File: src/rtl/anchor_gen_3d_pkg.sv
// Shared types and widths for the 3-D anchor generator.
// Holds the FSM state encoding, the latched run configuration and its legality check.
package anchor_gen_3d_pkg;

   localparam int unsigned CNT_W = 16;
   localparam int unsigned CH_W  = 8;

   typedef enum logic [1:0] {
      ST_IDLE = 2'd0,
      ST_RUN  = 2'd1,
      ST_DONE = 2'd2
   } state_t;

   typedef struct packed {
      logic             rpt;
      logic [CNT_W-1:0] width;
      logic [CNT_W-1:0] height;
      logic [CH_W-1:0]  chan;
      logic [CNT_W-1:0] w_step;
      logic [CNT_W-1:0] h_step;
   } cfg_t;

   // A run needs every extent and every stride non-zero.
   function automatic logic cfg_legal(input cfg_t cfg);
      return (cfg.width  != '0) && (cfg.height != '0) && (cfg.chan != '0) &&
             (cfg.w_step != '0) && (cfg.h_step != '0);
   endfunction

endpackage

File: src/rtl/anchor_gen_3d_axis_cnt.sv
// One axis of the anchor walk: steps a coordinate by a stride and wraps at the extent.
// The sum is formed one bit wider so a stride larger than the extent never overflows.
module anchor_gen_3d_axis_cnt #(
   parameter int unsigned W = 16
) (
   input  logic [W-1:0] value,
   input  logic [W-1:0] step,
   input  logic [W-1:0] extent,
   input  logic         inc_en,
   output logic [W-1:0] next_c,
   output logic         wrap_c,
   output logic         at_last_c
);

   logic [W:0] sum;
   logic       fits;

   always_comb begin
      sum       = {1'b0, value} + {1'b0, step};
      fits      = sum < {1'b0, extent};
      at_last_c = !fits;
      wrap_c    = inc_en & !fits;
      next_c    = value;
      if (inc_en) begin
         next_c = fits ? sum[W-1:0] : '0;
      end
   end

endmodule

File: src/rtl/anchor_gen_3d.sv
// Walks (channel, row, col) anchors over a C x H x W map, col innermost, with a
// valid/ready output, one-shot or repeat runs, abort, done and config-error pulses.
module anchor_gen_3d
   import anchor_gen_3d_pkg::*;
(
   input  logic             clk,
   input  logic             rst_n,
   input  logic             start,
   input  logic             abort,
   input  logic             cfg_repeat,
   input  logic [CNT_W-1:0] cfg_width,
   input  logic [CNT_W-1:0] cfg_height,
   input  logic [CH_W-1:0]  cfg_chan,
   input  logic [CNT_W-1:0] cfg_w_step,
   input  logic [CNT_W-1:0] cfg_h_step,
   output logic             anchor_valid,
   input  logic             anchor_ready,
   output logic [CH_W-1:0]  anchor_c,
   output logic [CNT_W-1:0] anchor_h,
   output logic [CNT_W-1:0] anchor_w,
   output logic             anchor_last,
   output logic             busy,
   output logic             done,
   output logic             cfg_err
);

   state_t           state;
   cfg_t             cfg_in;
   cfg_t             cfg_q;
   logic             accept;
   logic [CNT_W-1:0] w_next;
   logic [CNT_W-1:0] h_next;
   logic [CH_W-1:0]  c_next;
   logic             w_wrap;
   logic             h_wrap;
   logic             c_wrap;
   logic             w_last;
   logic             h_last;
   logic             c_last;

   assign cfg_in = '{rpt:    cfg_repeat,
                     width:  cfg_width,
                     height: cfg_height,
                     chan:   cfg_chan,
                     w_step: cfg_w_step,
                     h_step: cfg_h_step};

   assign accept = anchor_valid & anchor_ready;

   // Carry chain: col wrap advances row, row wrap advances channel.
   anchor_gen_3d_axis_cnt #(.W(CNT_W)) u_col (
      .value     (anchor_w),
      .step      (cfg_q.w_step),
      .extent    (cfg_q.width),
      .inc_en    (accept),
      .next_c    (w_next),
      .wrap_c    (w_wrap),
      .at_last_c (w_last)
   );

   anchor_gen_3d_axis_cnt #(.W(CNT_W)) u_row (
      .value     (anchor_h),
      .step      (cfg_q.h_step),
      .extent    (cfg_q.height),
      .inc_en    (w_wrap),
      .next_c    (h_next),
      .wrap_c    (h_wrap),
      .at_last_c (h_last)
   );

   anchor_gen_3d_axis_cnt #(.W(CH_W)) u_chan (
      .value     (anchor_c),
      .step      (CH_W'(1)),
      .extent    (cfg_q.chan),
      .inc_en    (h_wrap),
      .next_c    (c_next),
      .wrap_c    (c_wrap),
      .at_last_c (c_last)
   );

   assign anchor_last = anchor_valid & w_last & h_last & c_last;

   always_ff @(posedge clk) begin
      if (!rst_n) begin
         state        <= ST_IDLE;
         cfg_q        <= '0;
         anchor_c     <= '0;
         anchor_h     <= '0;
         anchor_w     <= '0;
         anchor_valid <= 1'b0;
         busy         <= 1'b0;
         done         <= 1'b0;
         cfg_err      <= 1'b0;
      end else begin
         done    <= 1'b0;
         cfg_err <= 1'b0;
         case (state)
            ST_IDLE: begin
               // abort outranks a coincident start
               if (start && !abort) begin
                  if (cfg_legal(cfg_in)) begin
                     cfg_q        <= cfg_in;
                     anchor_c     <= '0;
                     anchor_h     <= '0;
                     anchor_w     <= '0;
                     anchor_valid <= 1'b1;
                     busy         <= 1'b1;
                     state        <= ST_RUN;
                  end else begin
                     cfg_err <= 1'b1;
                  end
               end
            end
            ST_RUN: begin
               if (abort) begin
                  anchor_c     <= '0;
                  anchor_h     <= '0;
                  anchor_w     <= '0;
                  anchor_valid <= 1'b0;
                  busy         <= 1'b0;
                  state        <= ST_IDLE;
               end else if (accept) begin
                  // after the final anchor the carry chain already yields (0,0,0)
                  anchor_c <= c_next;
                  anchor_h <= h_next;
                  anchor_w <= w_next;
                  if (c_wrap && !cfg_q.rpt) begin
                     anchor_valid <= 1'b0;
                     busy         <= 1'b0;
                     done         <= 1'b1;
                     state        <= ST_DONE;
                  end
               end
            end
            ST_DONE: begin
               state <= ST_IDLE;
            end
            default: begin
               state <= ST_IDLE;
            end
         endcase
      end
   end

endmodule
File: config.mk
export PLATFORM = sky130hd
export DESIGN_NAME = anchor_gen_3d
export DESIGN_NICKNAME = d
export VERILOG_FILES = /design/src/rtl/anchor_gen_3d_pkg.sv /design/src/rtl/anchor_gen_3d_axis_cnt.sv /design/src/rtl/anchor_gen_3d.sv
export SDC_FILE = /design/constraint.sdc
export NUM_CORES = 1
export LEC_CHECK = 0
export ABC_AREA = 1
export BUFFER_PORTS_ARGS = -buffer_cell sky130_fd_sc_hd__buf_2
export CAP_MARGIN = 20
export CORE_MARGIN = 8
export CORE_UTILIZATION = 30
export CTS_CLUSTER_SIZE = 30
export DETAILED_ROUTE_END_ITERATION = 6
export PLACE_DENSITY = 0.46
export SLEW_MARGIN = 5
export SYNTH_ARGS = -nofsm -noshare
export SYNTH_HDL_FRONTEND = slang
export SYNTH_SLANG_ARGS = --single-unit
export TNS_END_PERCENT = 50
File: constraint.sdc
create_clock -name clk -period 3.7 [get_ports clk]
set_input_delay 0.74 -clock clk [delete_from_list [all_inputs] [get_ports clk]]
set_output_delay 0.74 -clock clk [all_outputs]
set_load 0.005 [all_outputs]
==> results.tsv, run 1 <==
metric	value	unit
status	complete, but fails checks	
failed_checks	negative setup slack	
grt_pass1_vias	6683	
yosysSeqAreaShare	34.73	%
period_share	111.8	%
p_switching	0.001036	W
synthXorXnorAreaFrac	4.377	%
boundaryPins	123	
wl_per_cell	15.34	um
synthToLayoutAreaGrowth	35.92	%
rsz0062_at_grt	true	
holdCritPathClass	reg2reg	
drc	0	
vias	6588	
slew_headroom	43.08	%
avgSynthCellArea	7.386	um^2
antenna_found_initial	0	
fp.dieH	166.6	um
yosys.area_share.simple	20.07	%
final_cell_mix	nor2_1, buf_2, dfxtp_1	
fmax	241.8	MHz
clock_latency	0.41	ns
fin_crit	4.135	ns
wirelength	21.49	mm
hpwlAfterDp	15.93	mm
worst_ep_required_time	2.96	ns
die_w	166.6	um
fill_cells	2366	
cp_data_arrival_time	3.40	ns
crit_type	reg2out	
dieArea	27750	um^2
final_area	9246	um^2
final_util	41.22	%
nets	1253	
yosysUniqueCellTypes	42	
n_antenna_cell	0	
clk_pin_slew_worst_paths	0.06	ns
synth_edf_count	0	
synth_nets	1071	
drt_iter0_drc	292	
port_buffers	122	
viasPerCell	4.702	
p_leak	4.386	nW
grt_overflow	0	
ir_worst_vdd	0.2742	mV
synth_top_family_by_area	simple AND/OR/NAND/NOR gates	
postRouteAntennaNets	0	
grt_start_max_net_pins	73	
setup_viol	10	
seqPwrFrac	36.4	%
synthMuxAreaShare	0	%
dr.pass1.iters	4	
worst-path-max-fanout	4	
track_usage	15.10	%
grt_first_pass_wirelength	34.10	mm
slew_violations	0	
rows	55	
worst_pin_slew	0.8507	ns
clkPwrFrac	46.3	%
coreArea	22430	um^2
synth_seq_cells	118	
clockBufferDepth	2	
ys_warn_count	0	
cap_violations	0	
synth_compound_area_share	19.33	%
end_kind	output port	
synth_fa_ha_area_share	13.46	%
swShare	27.48	%
clock_skew	0.01002	ns
p_int	0.002733	W
cts_made_buffers	17	
cts-root-buf	clkbuf_16	
setup_slack	-0.4354	ns
cts_tree	done	
drive_gt1_share	28.67	%
start_kind	flop	
postPlaceCellArea	8029	um^2
synthesis.area	6803	um^2
dp_slack	-0.1062	ns
synth_cells	921	
combPwrFrac	17.3	%
ys_async_sr_fraction	0	%
cts_sinks	118	
power.density	407.6	nW/um^2
initial_core_util	30.32	%
finalHoldViolCount	0	
gp_congestion	0.8189	
cts_max_level	4	
layout_commonest_cell	nor2_1	
synth_flop_cell	dfxtp_1	
-- sequential cells by signal (all words and copies together) (netlist names) --
signal    cells
anchor_h     16
done          1
busy          1
anchor_c      8
cfg_err       1
anchor_w     16
cfg_q        73
state         2
-- stage by stage --
step,TNS (ns),hold WS [ns],total power (W),std cells
2_1_floorplan,0,0.4218,0.001754,921
3_3_place_gp,-0.7831,0.4397,0.001967,1345
3_5_place_dp,-1.028,0.4448,0.001966,1345
4_1_cts,-0.4582,0.4553,0.003735,1386
5_1_grt,-9.410,0.4865,0.003956,1401
6_report,-0.5855,0.4514,0.003769,1401
-- what timing repair did --
action / CTS / global route
hold buffers: 0 / 0
endpoints found under the setup margin: 22 / 42
setup buffers: 9 / 13
resized for setup: 22 / 80
hold endpoints to repair: 0 / 0
pin swaps: 17 / 25
cloned: 0 / 2
-- cell type report --
class                      count  area [um^2]  share of cell area, %
clock inverter                13        181.4                  1.962
timing repair buffer         196         1269                  13.72
inverter                     105        397.9                  4.303
clock buffer                  19        432.9                  4.682
tap                          285        356.6                  3.857
sequential                   118         2371                  25.64
multi-input combinational    665         4238                  45.83
-- synthesized netlist by cell type, types with 5 or more instances --
cell	n	area (um^2)
xor2_1	25	219.0
clkbuf_1	27	101.4
ha_1	70	875.8
nand4_1	9	56.30
nand2_1	124	465.5
dfxtp_1	118	2362
a22oi_1	15	112.6
o21ai_0	90	450.4
nand3b_1	5	37.54
nor4_1	15	93.84
xnor2_1	9	78.83
inv_1	103	386.6
nand3_1	14	70.07
nor3_1	7	35.03
nor2_1	128	480.5
a21oi_1	111	555.5
-- critical path: stages, from the launching register on --
cell and delay (ns):
dfxtp_2 0.32, ha_2 0.16, inv_2 0.05, fa_2 0.39
nand3b_1 0.18, nand2_2 0.09, nand2_1 0.07, nand2_2 0.11
a31o_4 0.18, a31oi_4 0.08, xor2_1 0.19, ha_1 0.35
a21oi_2 0.13, o2111ai_1 0.13, nor2_1 0.16, nand3_2 0.12
nand3_2 0.08, a21oi_2 0.04, buf_2 0.14
-- logic make-up after synthesis --
| logic type | Yosys count |
|---|---|
| buf+inv | 139 |
| fa+ha+maj | 72 |
| compound gates | 242 |
| xor+xnor | 34 |
| flops | 118 |
| simple gates | 316 |
-- metal layers --
metal	track usage [%]	wire length (um)	up-vias
met4	4.113	276	0
met3	3.688	938	19
li1	-	-	3441
met1	19.44	10570	3002
met2	24.75	9700	126
met5	0	0	-
-- power by group through the flow --
stage	Sequential [W]	Combinational, W	Clock (W)
3_5_place_dp	0.00140	0.000570	0
5_1_grt	0.00138	0.000741	0.00184
6_report	0.00137	0.000653	0.00175
2_1_floorplan	0.00139	0.000365	0
3_3_place_gp	0.00140	0.000570	0
4_1_cts	0.00137	0.000590	0.00178
-- path summary, 6_finish.rpt --
check | from | endpoint | slack, ns | cells after the start
min | cfg_q[40] | cfg_q[40] | 0.45 | 2
min reg2reg | cfg_q[40] | cfg_q[40] | 0.45 | 2
max reg2reg | anchor_w[0] | anchor_c[7] | -0.06 | 31
max | cfg_q[0] | anchor_last | -0.44 | 18
Power figures use the tool's default switching activity.
==> inputs of run 2 (changes only) <==
- clock period: 3.7 -> 5.05 ns (I/O delays scaled with it)
==> run 2 against run 1 <==
Compared with the run above:
- the run now ends clean
- global-route usage fell by 0.25 points
- die area did not move
- design area fell by 11%
- cell count fell by 5.0%
- total power fell by 30%
- utilization fell by 4.3 points
- clock power fell by 29%
- critical path depth rose by 1
- via count fell by 4.6%
- combinational power fell by 41%
- register-to-register slack improved by 1.2 ns
- largest cell class unchanged
==> results.tsv, run 2 (same netlist as run 1, synthesis figures left out) <==
metric	value	unit	change
setup_viol	0		was 10
grt_first_pass_wirelength	33.33	mm	was 34.10 mm
clock_skew	0.01186	ns	was 0.01002 ns
fmax	215.3	MHz	
crit_path_start	anchor_h[2]		was cfg_q[0]
dp_slack	0.8132	ns	was -0.1062 ns
rrSetupSlack	1.18	ns	was -0.06 ns
cts_setup_buffers	0		was 9
worst_ep_required_time	4.04	ns	was 2.96 ns
slew_violations	0		unchanged
holdCritPathClass	reg2reg		unchanged
cp-endpoint	anchor_last		unchanged
cts-root-buf	clkbuf_16		unchanged
nets	1183		was 1253
worst_pin_slew	0.9280	ns	was 0.8507 ns
viasPerCell	4.724		was 4.702
reg2regPathDepth	21		was 31
grtUsageMet2	23.56	%	was 24.75%
crit_type	reg2out		unchanged
setup_slack	0.4045	ns	was -0.4354 ns
layout_commonest_cell	nor2_1		unchanged
grtUsageMet3	3.924	%	was 3.688%
reg2reg_from	anchor_w[0]		unchanged
wirelength	20.29	mm	was 21.49 mm
status	finished, final reports clean		was complete, but fails checks
n_antenna_cell	0		unchanged
final_cell_mix	nor2_1, nand2_1, buf_2		was nor2_1, buf_2, dfxtp_1
ir_worst_vdd	0.1911	mV	was 0.2742 mV
grt_overflow	0		unchanged
cp_data_arrival_time	3.64	ns	was 3.40 ns
drt_iter0_drc	272		was 292
fin_crit	4.645	ns	
grt_pass1_vias	6430		was 6683
fill_cells	2439		was 2366
dr.pass1.iters	4		unchanged
p_total	0.002631	W	was 0.003769 W
rsz0062_at_grt	false		was true
cap_violations	0		unchanged
coreArea	22430	um^2	unchanged
dieArea	27750	um^2	unchanged
slew_headroom	38.13	%	was 43.08%
regMostFlops	cfg_q		unchanged
die_w	166.6	um	unchanged
hpwlAfterDp	15.54	mm	was 15.93 mm
end_kind	output port		unchanged
initial_core_util	30.32	%	unchanged
p_leak	3.978	nW	was 4.386 nW
antenna_found_initial	0		unchanged
rows	55		unchanged
start_kind	flop		unchanged
wl_per_cell	15.25	um	was 15.34 um
cts_made_buffers	17		unchanged
clock_latency	0.42	ns	was 0.41 ns
port_buffers	122		unchanged
grt_start_max_net_pins	56		was 73
setup_tns	0	ns	was -0.5855 ns
boundaryPins	123		unchanged
cts_sinks	118		unchanged
clk_pin_slew_worst_paths	0.06	ns	about the same
drive_gt1_share	17.21	%	was 28.67%
finalHoldViolCount	0		unchanged
gp_congestion	0.7987		was 0.8189
postRouteAntennaNets	0		unchanged
worst-path-max-fanout	4		unchanged
final_util	36.88	%	was 41.22%
busiest_layer	met2		unchanged
clockBufferDepth	2		unchanged
track_usage	14.85	%	was 15.10%
period_share	91.99	%	
synthToLayoutAreaGrowth	21.63	%	was 35.92%
vias	6287		was 6588
drc	0		unchanged
cts_tree	done		unchanged
reg2reg_to	anchor_w[11]		was anchor_c[7]
reg_top3	cfg_q: 73 flops, anchor_h: 16 flops, anchor_w: 16 flops		unchanged
power.density	318.0	nW/um^2	was 407.6 nW/um^2
cts_max_level	4		unchanged
grt_use_met1	19.53	%	was 19.44%
largest_register_ffs	73		unchanged
fp.dieH	166.6	um	unchanged
run 2: worst max-delay path, cell delays in order (launching register included):
cell and delay [ns]:
dfxtp_1 0.32, ha_1 0.35, nand2_1 0.08, o21ai_2 0.16, inv_1 0.06, o21a_1 0.22, o21ai_2 0.17, a21boi_0 0.15
o21ai_0 0.24, xor2_1 0.25, ha_1 0.27, inv_1 0.08, nor3_1 0.05, a211oi_1 0.18, nor2_1 0.07, nor2_1 0.12
nand3_2 0.14, nand3_1 0.11, a21oi_1 0.05, buf_2 0.15
run 2: cell type report:
cell class                      instances  area [um^2]  share of cell area (%)
Timing Repair Buffer                  127        660.6                   7.984
Sequential cell                       118         2362                   28.55
Inverter                              105        395.4                   4.778
Clock buffer                           19        442.9                   5.353
Tap cell                              285        356.6                   4.310
Clock inverter                         13        156.4                   1.890
Multi-Input combinational cell        664         3900                   47.13
run 2: report_power, final:
group	internal [W]	switching (W)	leakage, nW
Clock	0.000786	0.000453	0.292
Sequential	0.000980	0.0000232	0.965
Combinational	0.000143	0.000245	2.72
run 2: repair_timing:
action,in CTS,in global routing
setup endpoints to repair,0,1
hold buffers,0,0
gates resized for setup,0,1
run 2: stage by stage:
| stage | instances | instance area (um^2) | hold slack [ns] |
|---|---|---|---|
| final | 1331 | 8274 | 0.4438 |
| after detailed placement | 1299 | 7671 | 0.4385 |
| after CTS | 1331 | 8270 | 0.4481 |
| after floorplan | 921 | 6803 | 0.4218 |
| after global routing | 1331 | 8274 | 0.4748 |
| after global placement | 1299 | 7671 | 0.4314 |
run 2: metal layers:
layer / part of all wire, % / up-vias
li1: - / 3307
met1: 50 / 2849
met2: 44 / 115
met3: 4.5 / 16
met4: 0.99 / 0
met5: 0 / -
run 2: how the worst min path moves through the flow:
| stage | depth (start not counted) | slack, ns | startpoint | endpoint |
|---|---|---|---|---|
| final | 2 | 0.44 | cfg_q[40] | cfg_q[40] |
| after global routing | 2 | 0.47 | cfg_q[35] | cfg_q[35] |
| after CTS | 2 | 0.45 | cfg_q[40] | cfg_q[40] |
| after detailed placement | 2 | 0.44 | cfg_q[40] | cfg_q[40] |
| after global placement | 2 | 0.43 | cfg_q[40] | cfg_q[40] |
| after floorplan | 2 | 0.42 | cfg_q[40] | cfg_q[40] |
==> inputs of run 3 (changes only) <==
- CORE_UTILIZATION: 30 -> 50
- PLACE_DENSITY: 0.46 -> 0.71
==> run 3 against run 2 <==
Compared with the run above:
- routed wire length down 12%
- worst setup slack better by 0.0099 ns
- combinational power decreased by 2%
- sequential power about the same
- non-clock buffer count is 1 lower
- register-to-register slack gained 0.10 ns
- cell count down 8.3%
- utilization up 24 points
- global-route usage rose by 5.5 points
- clock power fell by 14%
- design area shrank 2.7%
- flip-flop and latch count stayed put
- critical path type unchanged
- largest cell class unchanged
==> results.tsv, run 3 (same netlist as run 1, synthesis figures left out) <==
metric	value	unit	change
grt_overflow	0		unchanged
setup_viol	0		unchanged
top_layer_used	met4		unchanged
clock_skew	0.007372	ns	was 0.01186 ns
cts_setup_buffers	0		unchanged
n_antenna_cell	0		unchanged
viasPerCell	5.198		was 4.724
worst-path-max-fanout	4		unchanged
initial_core_util	51.37	%	was 30.32%
rows	42		was 55
fp.dieH	132.6	um	was 166.6 um
regMostFlops	cfg_q		unchanged
holdBufCountCts	0		unchanged
vias	6341		was 6287
cts_resized	0		unchanged
cts_max_level	4		unchanged
largest_register_ffs	73		unchanged
final_area	8050	um^2	was 8274 um^2
cts_tree	done		unchanged
drt_iter0_drc	353		was 272
crit_type	reg2out		unchanged
ir_worst_vdd	0.2582	mV	was 0.1911 mV
start_kind	flop		unchanged
crit_slowest_cell	ha_1		unchanged
die_w	132.6	um	was 166.6 um
coreArea	13240	um^2	was 22430 um^2
routed-wl-met3	1.158	mm	was 909 um
finalHoldViolCount	0		unchanged
cts-root-buf	clkbuf_16		unchanged
fin_crit	4.636	ns	was 4.645 ns
fill_cells	1248		was 2439
dr.pass1.iters	5		was 4
wirelength	17.83	mm	was 20.29 mm
postRouteAntennaNets	0		unchanged
holdCritPathClass	reg2reg		unchanged
p_leak	3.940	nW	was 3.978 nW
fmax	215.7	MHz	was 215.3 MHz
power.density	305.1	nW/um^2	was 318.0 nW/um^2
postPlaceCellArea	7527	um^2	was 7671 um^2
boundaryPins	123		unchanged
drive_gt1_share	16.48	%	was 17.21%
gp_congestion	0.9157		was 0.7987
final_cell_mix	nor2_1, nand2_1, buf_2		unchanged
wl_per_cell	14.62	um	was 15.25 um
layout_commonest_cell	nor2_1		unchanged
period_share	91.79	%	was 91.99%
setup_tns	0	ns	unchanged
clockBufferDepth	2		unchanged
cap_violations	0		unchanged
port_buffers	122		unchanged
drc	0		unchanged
clock_latency	0.42	ns	about the same
final_util	60.79	%	was 36.88%
cp_data_arrival_time	3.63	ns	was 3.64 ns
reg_top3	cfg_q: 73 flops, anchor_h: 16 flops, anchor_w: 16 flops		unchanged
synthToLayoutAreaGrowth	18.34	%	was 21.63%
track_usage	20.38	%	was 14.85%
slew_headroom	40.04	%	was 38.13%
end_kind	output port		unchanged
antenna_found_initial	0		unchanged
hpwlAfterDp	13.41	mm	was 15.54 mm
worst_ep_required_time	4.04	ns	about the same
slew_violations	0		unchanged
cts_sinks	118		unchanged
nets	1182		was 1183
grt_pass1_vias	6032		was 6430
wl_met2	7.827	mm	was 8.950 mm
cpPeakStageDelay	0.36	ns	was 0.35 ns
clk_pin_slew_worst_paths	0.05	ns	was 0.06 ns
grt_start_max_net_pins	81		was 56
rsz0062_at_grt	false		unchanged
status	finished, final reports clean		unchanged
path_cells	ha_1 -> a21oi_1 -> o21ai_2 -> inv_1 -> o21a_1 -> o21ai_2 -> a21boi_0 -> o21ai_0 -> xor2_1 -> ha_1 -> inv_1 -> nor3_1 -> nand4_1 -> nand3_2 -> nand3_1 -> a21oi_1 -> buf_2		was ha_1 -> nand2_1 -> o21ai_2 -> inv_1 -> o21a_1 -> o21ai_2 -> a21boi_0 -> o21ai_0 -> xor2_1 -> ha_1 -> inv_1 -> nor3_1 -> a211oi_1 -> nor2_1 -> nor2_1 -> nand3_2 -> nand3_1 -> a21oi_1 -> buf_2
worst_pin_slew	0.8985	ns	was 0.9280 ns
grt_first_pass_wirelength	29.19	mm	was 33.33 mm
wl_met1	8.548	mm	was 10.23 mm
dieArea	17590	um^2	was 27750 um^2
cts_made_buffers	17		unchanged
run 3: cell count changes in the layout (fill, tap and decap cells not counted), moves of 2 or more:
| cell | change |
|---|---|
| clkinv_4 | -3 |
| clkinvlp_4 | -2 |
| clkbuf_1 | +5 |
| clkbuf_8 | +3 |
| bufinv_16 | -3 |
run 3: through the flow:
step | hold WS (ns) | total power [W] | setup WS [ns] | instances
after floorplan | 0.4218 | 0.001285 | 1.342 | 921
after global placement | 0.4335 | 0.001397 | 0.9861 | 1189
after detailed placement | 0.4429 | 0.001403 | 0.9094 | 1189
after CTS | 0.4500 | 0.002472 | 0.4539 | 1220
after global routing | 0.4893 | 0.002573 | 0.07276 | 1220
final | 0.4498 | 0.002456 | 0.4144 | 1220
run 3: layer usage:
| metal | up-vias | GRT usage [%] |
|---|---|---|
| met4 | 0 | 7.634 |
| met3 | 21 | 5.829 |
| li1 | 3316 | - |
| met2 | 163 | 32.07 |
| met1 | 2841 | 25.89 |
| met5 | - | 0 |
run 3: power breakdown:
group          internal, W  switching (W)  total [W]  leakage [nW]
registers         0.000981      0.0000238    0.00101         0.965
logic             0.000143       0.000238   0.000381          2.71
clock network     0.000671       0.000399    0.00107         0.261
run 3: worst paths after layout:
check                   start  slack, ns  depth (start not counted)          end
setup / recovery  anchor_h[2]       0.41                         17  anchor_last
hold / removal      cfg_q[40]       0.45                          2    cfg_q[40]
setup reg to reg  anchor_w[2]       1.28                         27  anchor_c[2]
hold reg to reg     cfg_q[40]       0.45                          2    cfg_q[40]
run 3: layout make-up:
cell class	instances	area [um^2]	area share, %
multi-input cells	664	3896	48.40
flip-flops and latches	118	2362	29.34
well taps	176	220.2	2.735
inverters	105	395.4	4.911
clock buffers	27	503.0	6.248
repair buffers	126	653.1	8.113
clock inverters	4	20.02	0.2487
run 3: critical path: cells and delay by family, from the launching register on:
family / cells / cell delay (ns)
compound gates: 7 / 1.19
fa+ha+maj: 2 / 0.65
simple gates: 4 / 0.63
flops: 1 / 0.32
buf+inv: 3 / 0.26
xor+xnor: 1 / 0.17
